$ cat config.mk
export PLATFORM = sky130hd
export DESIGN_NAME = vga_timing_gen_flat
export DESIGN_NICKNAME = d
export VERILOG_FILES = /design/src/rtl/vga_timing_gen_if.sv /design/src/rtl/vga_timing_gen.sv /design/src/flat_wrapper.sv
export SDC_FILE = /design/constraint.sdc
export NUM_CORES = 1
export LEC_CHECK = 0
export CORE_AREA = 2 2 71 73
export DETAILED_ROUTE_END_ITERATION = 8
export DIE_AREA = 0 0 73 75
export GPL_TIMING_DRIVEN = 0
export PLACE_DENSITY = 0.79
export SLEW_MARGIN = 20
export SYNTH_ARGS = -nofsm -noshare
export SYNTH_HDL_FRONTEND = slang
export SYNTH_SLANG_ARGS = --single-unit
$ cat constraint.sdc
create_clock -name CLOCK_50 -period 3.1 [get_ports CLOCK_50]
set_clock_uncertainty 0.15 [all_clocks]
set_input_delay 0.62 -clock CLOCK_50 [delete_from_list [all_inputs] [get_ports CLOCK_50]]
set_output_delay 0.62 -clock CLOCK_50 [all_outputs]
set_load 0.02 [all_outputs]
$ cat src/rtl/vga_timing_gen_if.sv
// Pixel-side bundle of the VGA timing generator.
// The master drives coordinates, strobes and VGA pins; the slave returns rgb_in.
interface vga_timing_gen_if;
   logic [23:0] rgb_in;
   logic        pix_en;
   logic [9:0]  x;
   logic [8:0]  y;
   logic        active;
   logic        line_start;
   logic        frame_start;
   logic [7:0]  VGA_R;
   logic [7:0]  VGA_G;
   logic [7:0]  VGA_B;
   logic        VGA_HS;
   logic        VGA_VS;
   logic        VGA_BLANK_N;

   modport master (
      input  rgb_in,
      output pix_en, x, y, active, line_start, frame_start,
      output VGA_R, VGA_G, VGA_B, VGA_HS, VGA_VS, VGA_BLANK_N
   );

   modport slave (
      output rgb_in,
      input  pix_en, x, y, active, line_start, frame_start,
      input  VGA_R, VGA_G, VGA_B, VGA_HS, VGA_VS, VGA_BLANK_N
   );
endinterface

$ cat src/rtl/vga_timing_gen.sv
// VGA pixel timing and output stage.
// Divides CLOCK_50 to a pixel enable, runs the h/v counters, and delays sync/blank so
// they line up with the colour returned by the pixel logic.
module vga_timing_gen #(
   parameter int unsigned CLK_DIV  = 2,
   parameter int unsigned H_ACTIVE = 640,
   parameter int unsigned H_FP     = 16,
   parameter int unsigned H_SYNC   = 96,
   parameter int unsigned H_BP     = 48,
   parameter int unsigned V_ACTIVE = 480,
   parameter int unsigned V_FP     = 10,
   parameter int unsigned V_SYNC   = 2,
   parameter int unsigned V_BP     = 33,
   parameter bit          SYNC_POL = 1'b0,
   parameter int unsigned PIPE_LAT = 1
) (
   input  logic              CLOCK_50,
   input  logic              reset,
   vga_timing_gen_if.master  io_vga
);

   localparam int unsigned H_TOTAL = H_ACTIVE + H_FP + H_SYNC + H_BP;
   localparam int unsigned V_TOTAL = V_ACTIVE + V_FP + V_SYNC + V_BP;
   localparam int unsigned DIV_W   = (CLK_DIV > 1) ? $clog2(CLK_DIV) : 1;

   localparam logic [DIV_W-1:0] DIV_LAST = DIV_W'(CLK_DIV - 1);
   localparam logic [9:0] H_LAST   = 10'(H_TOTAL - 1);
   localparam logic [9:0] V_LAST   = 10'(V_TOTAL - 1);
   localparam logic [9:0] H_ACT    = 10'(H_ACTIVE);
   localparam logic [9:0] V_ACT    = 10'(V_ACTIVE);
   localparam logic [9:0] HS_FIRST = 10'(H_ACTIVE + H_FP);
   localparam logic [9:0] HS_LAST  = 10'(H_ACTIVE + H_FP + H_SYNC - 1);
   localparam logic [9:0] VS_FIRST = 10'(V_ACTIVE + V_FP);
   localparam logic [9:0] VS_LAST  = 10'(V_ACTIVE + V_FP + V_SYNC - 1);

   typedef struct packed {
      logic hs;
      logic vs;
      logic act;
   } ctl_t;

   logic [DIV_W-1:0] r_div_cnt;
   logic [9:0]       r_h_count;
   logic [9:0]       r_v_count;
   logic [23:0]      r_rgb;
   ctl_t             r_pipe [PIPE_LAT];

   logic w_pix_en;
   ctl_t w_ctl;
   logic w_prev_act;

   // Gated by reset so no strobe escapes while reset is held.
   assign w_pix_en = ~reset && (r_div_cnt == DIV_LAST);

   // Pixel-rate divider: counts 0..CLK_DIV-1 and wraps.
   always_ff @(posedge CLOCK_50) begin
      if (reset) begin
         r_div_cnt <= '0;
      end else if (r_div_cnt == DIV_LAST) begin
         r_div_cnt <= '0;
      end else begin
         r_div_cnt <= r_div_cnt + DIV_W'(1);
      end
   end

   // Horizontal/vertical position counters, stepping once per pixel period.
   always_ff @(posedge CLOCK_50) begin
      if (reset) begin
         r_h_count <= '0;
         r_v_count <= '0;
      end else if (w_pix_en) begin
         if (r_h_count == H_LAST) begin
            r_h_count <= '0;
            r_v_count <= (r_v_count == V_LAST) ? '0 : r_v_count + 10'd1;
         end else begin
            r_h_count <= r_h_count + 10'd1;
         end
      end
   end

   // Decode of the pixel currently being issued.
   always_comb begin
      w_ctl     = '0;
      w_ctl.act = (r_h_count < H_ACT) && (r_v_count < V_ACT);
      w_ctl.hs  = (r_h_count >= HS_FIRST) && (r_h_count <= HS_LAST);
      w_ctl.vs  = (r_v_count >= VS_FIRST) && (r_v_count <= VS_LAST);
   end

   // The colour arriving now belongs to the pixel issued PIPE_LAT-1 periods ago.
   generate
      if (PIPE_LAT == 1) begin : g_lat_one
         assign w_prev_act = w_ctl.act;
      end else begin : g_lat_many
         assign w_prev_act = r_pipe[PIPE_LAT-2].act;
      end
   endgenerate

   // Control delay line and colour register; reset fills with idle (no sync, blanked).
   always_ff @(posedge CLOCK_50) begin
      if (reset) begin
         for (int i = 0; i < int'(PIPE_LAT); i++) begin
            r_pipe[i] <= '0;
         end
         r_rgb <= '0;
      end else if (w_pix_en) begin
         r_pipe[0] <= w_ctl;
         for (int i = 1; i < int'(PIPE_LAT); i++) begin
            r_pipe[i] <= r_pipe[i-1];
         end
         r_rgb <= w_prev_act ? io_vga.rgb_in : 24'h0;
      end
   end

   assign io_vga.pix_en      = w_pix_en;
   assign io_vga.x           = r_h_count;
   assign io_vga.y           = r_v_count[8:0];
   assign io_vga.active      = w_ctl.act;
   assign io_vga.line_start  = w_pix_en && (r_h_count == 10'd0);
   assign io_vga.frame_start = w_pix_en && (r_h_count == 10'd0) && (r_v_count == 10'd0);

   assign io_vga.VGA_R       = r_rgb[23:16];
   assign io_vga.VGA_G       = r_rgb[15:8];
   assign io_vga.VGA_B       = r_rgb[7:0];
   assign io_vga.VGA_HS      = r_pipe[PIPE_LAT-1].hs ? SYNC_POL : ~SYNC_POL;
   assign io_vga.VGA_VS      = r_pipe[PIPE_LAT-1].vs ? SYNC_POL : ~SYNC_POL;
   assign io_vga.VGA_BLANK_N = r_pipe[PIPE_LAT-1].act;

endmodule

$ cat src/flat_wrapper.sv
// flat-port wrapper written by rule: the top's interface ports become plain ports
module vga_timing_gen_flat 
#(
   parameter int unsigned CLK_DIV  = 2,
   parameter int unsigned H_ACTIVE = 640,
   parameter int unsigned H_FP     = 16,
   parameter int unsigned H_SYNC   = 96,
   parameter int unsigned H_BP     = 48,
   parameter int unsigned V_ACTIVE = 480,
   parameter int unsigned V_FP     = 10,
   parameter int unsigned V_SYNC   = 2,
   parameter int unsigned V_BP     = 33,
   parameter bit          SYNC_POL = 1'b0,
   parameter int unsigned PIPE_LAT = 1
)
  (CLOCK_50, reset, io_vga_rgb_in, io_vga_pix_en, io_vga_x, io_vga_y, io_vga_active, io_vga_line_start, io_vga_frame_start, io_vga_VGA_R, io_vga_VGA_G, io_vga_VGA_B, io_vga_VGA_HS, io_vga_VGA_VS, io_vga_VGA_BLANK_N);
  vga_timing_gen_if io_vga_i ();
  input  logic CLOCK_50;
  input  logic reset;
  input wire logic [$bits(io_vga_i.rgb_in)-1:0] io_vga_rgb_in;
  output wire logic [$bits(io_vga_i.pix_en)-1:0] io_vga_pix_en;
  output wire logic [$bits(io_vga_i.x)-1:0] io_vga_x;
  output wire logic [$bits(io_vga_i.y)-1:0] io_vga_y;
  output wire logic [$bits(io_vga_i.active)-1:0] io_vga_active;
  output wire logic [$bits(io_vga_i.line_start)-1:0] io_vga_line_start;
  output wire logic [$bits(io_vga_i.frame_start)-1:0] io_vga_frame_start;
  output wire logic [$bits(io_vga_i.VGA_R)-1:0] io_vga_VGA_R;
  output wire logic [$bits(io_vga_i.VGA_G)-1:0] io_vga_VGA_G;
  output wire logic [$bits(io_vga_i.VGA_B)-1:0] io_vga_VGA_B;
  output wire logic [$bits(io_vga_i.VGA_HS)-1:0] io_vga_VGA_HS;
  output wire logic [$bits(io_vga_i.VGA_VS)-1:0] io_vga_VGA_VS;
  output wire logic [$bits(io_vga_i.VGA_BLANK_N)-1:0] io_vga_VGA_BLANK_N;
  assign io_vga_i.rgb_in = io_vga_rgb_in;
  assign io_vga_pix_en = io_vga_i.pix_en;
  assign io_vga_x = io_vga_i.x;
  assign io_vga_y = io_vga_i.y;
  assign io_vga_active = io_vga_i.active;
  assign io_vga_line_start = io_vga_i.line_start;
  assign io_vga_frame_start = io_vga_i.frame_start;
  assign io_vga_VGA_R = io_vga_i.VGA_R;
  assign io_vga_VGA_G = io_vga_i.VGA_G;
  assign io_vga_VGA_B = io_vga_i.VGA_B;
  assign io_vga_VGA_HS = io_vga_i.VGA_HS;
  assign io_vga_VGA_VS = io_vga_i.VGA_VS;
  assign io_vga_VGA_BLANK_N = io_vga_i.VGA_BLANK_N;
  vga_timing_gen #(.CLK_DIV(CLK_DIV), .H_ACTIVE(H_ACTIVE), .H_FP(H_FP), .H_SYNC(H_SYNC), .H_BP(H_BP), .V_ACTIVE(V_ACTIVE), .V_FP(V_FP), .V_SYNC(V_SYNC), .V_BP(V_BP), .SYNC_POL(SYNC_POL), .PIPE_LAT(PIPE_LAT)) u_core (.CLOCK_50(CLOCK_50), .reset(reset), .io_vga(io_vga_i));
endmodule
* Word-level counts from Yosys, hierarchy flattened
Memories as Yosys holds them, arrays and structs flattened.
Index checks and enable logic that the tools add are counted.
** Cells by class
- $add $sub $neg :: 3
- $mul :: 0
- Div/mod/pow operators :: 0
- Order comparisons :: 6
- Eq/ne operators :: 2
- Shifts and indexed selects :: 0
- Multiplexer cells :: 12
- Bitwise gates (word level) :: 1
- Reduce and logical (&&, ||, !) cells :: 11
** Operators with widths (number)
- 2-to-1 mux 24 bit :: 1
- adder 10 x 1 -> 10 bit, second input constant :: 2
- equality test 10 bit, second input constant :: 2
- zero test 10 bit :: 2
- 2-to-1 mux 10 bit :: 2
- >= comparator 10 bit, second input constant :: 1
- >= comparator 10 x 9 -> 1 bit, second input constant :: 1
- <= comparator 10 bit, second input constant :: 1
- <= comparator 10 x 9 -> 1 bit, second input constant :: 1
- less-than comparator 10 bit, second input constant :: 1
- less-than comparator 10 x 9 -> 1 bit, second input constant :: 1
- 2-to-1 mux 1 bit :: 8
- logical AND 1 bit :: 6
- 2-to-1 mux 3 bit :: 1
- OR reduction 3 bit :: 1
- AND reduction 2 bit :: 1
- OR reduction 2 bit :: 1
- adder 1 bit, second input constant :: 1
- NOT 1 bit :: 1
** Word-level totals
- Register bits after elaboration :: 45
- Bits in latches :: 0
- Bits in writable memories :: 3
- Bits in read-only memories :: 0
- Bits of input ports :: 26
- Word-level logic and storage cells :: 40
- Memories kept :: 1
** Memories
- u_core.r_pipe :: depth 1, width 3, rd ports 1, clocked after memory_dff 0, wr ports 1, line vga_timing_gen.sv:46 : ctl_t r_pipe [PIPE_LAT];

* Depth between registers and ports, before layout
Gate-level depths: netlist of run 1.
- Depth after elaboration :: 7
- Mapped depth :: 7
- Depth with buffers taken out :: 6

* Worst setup path before layout of run 1
No wires, ideal clock.
- Path kind :: input -> output
- Start point :: input port reset
- End point :: output port io_vga_frame_start
- Data arrival time :: 1.831 ns
- Path slack :: 0.499 ns
- Cell stages on the path :: 6
- Buffers on the path :: 2
- Cells stage by stage :: buf_2 > nand2b_1 > clkbuf_1 > nor2_1 > and4_1 > and4_1
** On the way
- Longest elaborated chain between the ends :: 4
** RTL lines
- from (decl) :: line flat_wrapper.sv:19 : input logic reset;
- NOT 1 bit :: line vga_timing_gen.sv:53 : assign w_pix_en = ~reset && (r_div_cnt == DIV_LAST);
- logical AND 1 bit :: line vga_timing_gen.sv:53
- logical AND 1 bit
- net io_vga_line_start :: line flat_wrapper.sv:25 : output wire logic [$bits(io_vga_i.line_start)-1:0] io_vga_line_start;
- logical AND 1 bit :: line vga_timing_gen.sv:119 : assign io_vga.frame_start = w_pix_en && (r_h_count == 10'd0) && (r_v_count == 10'd0);
- to (decl) :: line flat_wrapper.sv:26 : output wire logic [$bits(io_vga_i.frame_start)-1:0] io_vga_frame_start;
The timed path passes the listed nets, and every way through them passes these cells.

* Worst setup path in the final report of run 1
- Start point :: input port reset
- End point :: output port io_vga_line_start
** On the way
- Longest elaborated chain between the ends :: 3
** RTL lines
- NOT 1 bit :: line vga_timing_gen.sv:53
- logical AND 1 bit :: line vga_timing_gen.sv:53
- logical AND 1 bit :: line vga_timing_gen.sv:118 : assign io_vga.line_start = w_pix_en && (r_h_count == 10'd0);
- to (decl) :: line flat_wrapper.sv:25
No other way between the ends.

==> flow_summary.yaml, run 1 <==
floorplanning:
  initial_core_util_pct: 43.5
  io_pins: 76
  core_area_um2: 4660
  die_w_um: 73
  fp.dieH_um: 75
  die_area_um2: 5480
  rows: 25
timing:
  rsz0062_at_grt: "no"
  worst_slew_pin_slew_ps: 876
  final_max_slew_viol_count: 0
  tns_ps: 0
  finalHoldWorstSlack_ps: 335
  post-route-min-period_ps: 2930
  fin_ws_ps: 175
  hold_violations: 0
  fin_crit_sh_pct: 94.4
  slew_headroom_pct: 41.2
  setup_viol: 0
  max_freq_ghz: 0.342
setup_path:
  cp-end-kind: "primary output"
  crit_family: "buffers and inverters"
  critPathSlowestCell: "clkdlybuf4s50_1"
  crit_required_ps: 2330
  path_buf_inv: 3
  cp_cell_sequence: "buf_2 > nand2b_1 > clkbuf_1 > nor2_1 > and4_1 > clkdlybuf4s50_1"
  cp-startpoint: "reset"
  crit_type: "input port to primary output"
  rr_startpoint: "u_core.io_vga.x[1]"
  cpPeakStageDelay_ps: 620
  cp.arrival_ps: 2160
  cp-start-kind: "input port"
  crit_path_max_fanout: 10
final_layout:
  final_common_cell: "clkdlybuf4s50_1"
  diodes: 0
  synthToLayoutAreaGrowth_pct: 44.1
  post-route-util_pct: 62.8
  final_cell_area_um2: 2930
  drive_gt1_share_pct: 7.53
  fin_nets: 321
  layout_common_cells: "clkdlybuf4s50_1, dfxtp_1, a22o_1"
  fin_cells: 346
route:
  dr.pass1.iters: 4
  drc: 0
  ant_nets: 0
  wl_mm: 4.62
  via_per_inst: 5.25
  dr_total_vias: 1817
  drtIter0Drc: 126
  wl_per_cell_um: 13.4
outcome:
  status: "complete, no violations"
clock_tree:
  clock_latency_ps: 300
  htreeDepth: 2
  cts_buffers: 5
  cts_buffer_depth: 2
  cts_tree: "done"
  clock-sinks: 48
  post_cts_buffers: 0
  cts_root_buf: "clkbuf_8"
  path_clk_slew_ps: 90
yosys:
  yosysTopAreaCell: "dfxtp_1"
  ys_types: 35
  yosys_warnings: 0
  synth-async-reset-ratio_pct: 0
  yosys-top-cells-area: "dfxtp_1, a22o_1, edfxtp_1"
  syn_nets: 240
  ys_ff_latch: 48
  syn_area_um2: 2030
  yosysTopAreaCellShare_pct: 44.4
  synthCells: 210
  synth_edf_count: 3
  ys_seq_area_share_pct: 48.8
  ys.flop_type: "dfxtp_1"
  synth_area_per_cell_um2: 9.66
hold_path:
  hold_class: "flip-flop to flip-flop"
  worstHoldStart: "u_core.r_rgb[12]"
power:
  leakage_nw: 1.09
  p_total_mw: 1.19
  cellPowerDensity_nw_per_um2: 408
  max-vdd-ir-drop_mv: 0.264
global_routing:
  grt_max_degree: 16
  grt_pass1_vias: 1668
  antenna_found_initial: 0
  grt_pass1_wl_mm: 7.59
  grt_usage_pct: 17.8
  overflow: 0
place:
  numPortBuffers: 74
  place_hpwl_mm: 3.46
  post_dp_cell_area_um2: 2840
  post-place-ws_ps: -19.5
  place_inst: 338
  gp_congestion: 0.808
flow_run:
  max_cap_viol_count: 0
[area by class of cell]
| cell class | count | area [µm²] |
|---|---|---|
| repair buffers | 74 | 739 |
| multi-input cells | 132 | 885 |
| plain buffers | 20 | 116 |
| fillers | 397 | 1740 |
| flip-flops and latches | 48 | 991 |
| well taps | 54 | 67.6 |
| inverters | 10 | 37.5 |
| clock inverters | 2 | 16.3 |
| clock buffers | 6 | 72.6 |
[power breakdown]
| part | internal (mW) | total [mW] | switching, mW |
|---|---|---|---|
| clock network | 0.161 | 0.368 | 0.208 |
| registers | 0.647 | 0.661 | 0.0143 |
| logic | 0.0883 | 0.164 | 0.0754 |
[path summary, 6_finish.rpt]
path / endpoint / slack, ps / depth (start not counted)
hold / removal: u_core.r_rgb[12] / 340 / 1
setup / recovery: io_vga_line_start / 170 / 6
setup reg to reg: u_core.r_v_count[1] / 780 / 7
hold reg to reg: u_core.r_rgb[12] / 340 / 1
[timing repair]
action                     in CTS  in global routing
hold buffers                    0                  0
gates resized for setup         1                  0
setup endpoints to repair       1                  0
[registers in the layout (all words and copies together), names as in the netlist]
register	count
u_core.r_div_cnt	1
u_core.r_v_count	10
u_core.r_pipe	3
u_core.r_rgb	24
u_core.io_vga.x	10
[synth_stat cells (4+ instances only)]
| library cell | number |
|---|---|
| clkbuf_1 | 7 |
| and4_1 | 5 |
| or4_1 | 4 |
| nor3_1 | 5 |
| buf_4 | 10 |
| nor2_1 | 14 |
| nand2_1 | 6 |
| inv_1 | 10 |
| a21oi_1 | 10 |
| nand4_1 | 5 |
| dfxtp_1 | 45 |
| ha_1 | 4 |
| o21ai_0 | 9 |
| a22o_1 | 24 |
| xor2_1 | 5 |
| or3_1 | 7 |
| nand3_1 | 9 |
[logic make-up after synthesis]
group           synth area share (%)
compound gates                  16.8
xor+xnor                        3.45
fa+ha+maj                       2.47
buf+inv                         7.58
flops                           48.8
simple gates                    20.8
[routing by layer]
metal | track usage (%) | share of wire, %
met3 | 8.57 | 11
met1 | 21.4 | 44
met2 | 27.8 | 44
met5 | 0 | 0
met4 | 6.38 | 1.3
Note: power is estimated with default switching activity, not from simulation.
==> run 2: changes to the inputs <==
Settings changed: REMOVE_ABC_BUFFERS set to 1.
Clock period 3.1 ns to 2.8 ns, I/O delays scaled along.
==> flow_summary.yaml, run 2 (synthesis results as in run 1) <==
outcome:
  status: "complete, no violations"
setup_path:
  cp_cell_sequence: "dlygate4sd2_1 > nand2b_4 > nor2_1 > and4_1 > and4_1 > clkdlybuf4s15_1"
  crit_path_max_fanout: 11
  crit_type: "input port to primary output"
  crit_family: "simple AND/OR/NAND/NOR gates"
  crit_required_ps: 2090
  cp-end-kind: "primary output"
  cpPeakStageDelay_ps: 340
  path_buf_inv: 2
  cp.arrival_ps: 1980
  crit_top_cell: "and4_1"
  cp-start-kind: "input port"
  critPathSlowestCell: "dlygate4sd2_1"
route:
  dr.pass1.iters: 4
  wl_mm: 4.64
  via_per_inst: 5.42
  drtIter0Drc: 124
  wl_per_cell_um: 14.1
  drc: 0
  dr_total_vias: 1787
  ant_nets: 0
final_layout:
  top_register: "u_core.r_rgb"
  largest_register_ffs: 24
  seqCellArea_um2: 991
  synthToLayoutAreaGrowth_pct: 41.2
  fin_nets: 305
  diodes: 0
  multiInputGateArea_um2: 906
  post-route-util_pct: 61.5
  layout_common_cells: "clkdlybuf4s50_1, dfxtp_1, a22o_1"
  drive_gt1_share_pct: 5.80
  final_common_cell: "clkdlybuf4s50_1"
  fill_cells: 430
power:
  cellPowerDensity_nw_per_um2: 461
  clock_power_share_pct: 30.6
  p_int_mw: 0.993
  pwr-share-comb_pct: 14.0
  switching_share_pct: 24.9
  leakage_nw: 1.05
  power.switching_mw: 0.329
  p_seq_share_pct: 55.4
  max-vdd-ir-drop_mv: 0.334
  p_total_mw: 1.32
place:
  gp_congestion: 0.818
  numPortBuffers: 75
  post-place-ws_ps: -677
  place_hpwl_mm: 3.43
floorplanning:
  die_w_um: 73
  io_pins: 76
  rows: 25
  core_area_um2: 4660
  fp.dieH_um: 75
  initial_core_util_pct: 43.5
  die_area_um2: 5480
clock_tree:
  cts_root_buf: "clkbuf_8"
  cts_buffers: 5
  cts_buffer_depth: 2
  cts_tree: "done"
  clock-sinks: 48
  path_clk_slew_ps: 80
  clock_latency_ps: 290
  htreeDepth: 2
global_routing:
  grt_pass1_vias: 1648
  antenna_found_initial: 0
  overflow: 0
  grt_usage_pct: 18.1
  grt_max_degree: 17
  grt_pass1_wl_mm: 7.69
hold_path:
  hold_class: "flip-flop to flip-flop"
timing:
  final_max_slew_viol_count: 0
  fin_crit_sh_pct: 96.2
  slew_headroom_pct: 60.7
  post-route-min-period_ps: 2690
  hold_violations: 0
  fin_ws_ps: 105
  max_freq_ghz: 0.371
  finalHoldWorstSlack_ps: 333
  tns_ps: 0
  rsz0062_at_grt: "no"
  worst_slew_pin_slew_ps: 587
  setup_viol: 0
flow_run:
  max_cap_viol_count: 0
[run 2: stage by stage]
step / instance area [µm²] / std cells
after CTS: 2860 / 330
after floorplan: 1910 / 190
after detailed placement: 2770 / 322
after global placement: 2730 / 319
after global routing: 2870 / 330
final: 2870 / 330
[run 2: cell type report]
type	count	share of cell area, %
Clock inverter	2	0.437
Clock buffer	6	2.53
Timing Repair Buffer	78	27.2
Sequential cell	48	34.6
Multi-Input combinational cell	132	31.6
Tap cell	54	2.36
Inverter	10	1.31
[run 2: path summary, 6_finish.rpt]
kind / endpoint / cells after the start / from / slack (ps)
worst max-delay path: io_vga_frame_start / 6 / reset / 110
worst min-delay path: u_core.r_rgb[6] / 1 / u_core.r_rgb[6] / 330
worst max register to register: u_core.r_v_count[1] / 5 / u_core.io_vga.x[1] / 290
worst min register to register: u_core.r_rgb[6] / 1 / u_core.r_rgb[6] / 330
[run 2: power groups by stage]
| stage | Sequential [mW] | Clock [mW] | Combinational, mW |
|---|---|---|---|
| 6_report | 0.732 | 0.404 | 0.185 |
| 5_1_grt | 0.736 | 0.451 | 0.200 |
| 4_1_cts | 0.733 | 0.412 | 0.187 |
| 3_5_place_dp | 0.747 | 0 | 0.187 |
| 3_3_place_gp | 0.747 | 0 | 0.180 |
| 2_1_floorplan | 0.776 | 0 | 0.0473 |
[run 2: routing by layer]
| metal | routed length, µm | up-vias | GRT usage (%) |
|---|---|---|---|
| met5 | 0 | - | 0 |
| met4 | 30 | 0 | 5.56 |
| met3 | 484 | 2 | 9.24 |
| met2 | 2170 | 64 | 28.2 |
| met1 | 1960 | 837 | 21.9 |
| li1 | - | 884 | - |
[run 2: timing repair]
item | in CTS | in global routing
gates resized for setup | 5 | 2
hold endpoints to repair | 0 | 0
setup buffers | 0 | 0
endpoints found under the setup margin | 19 | 1
hold buffers | 0 | 0
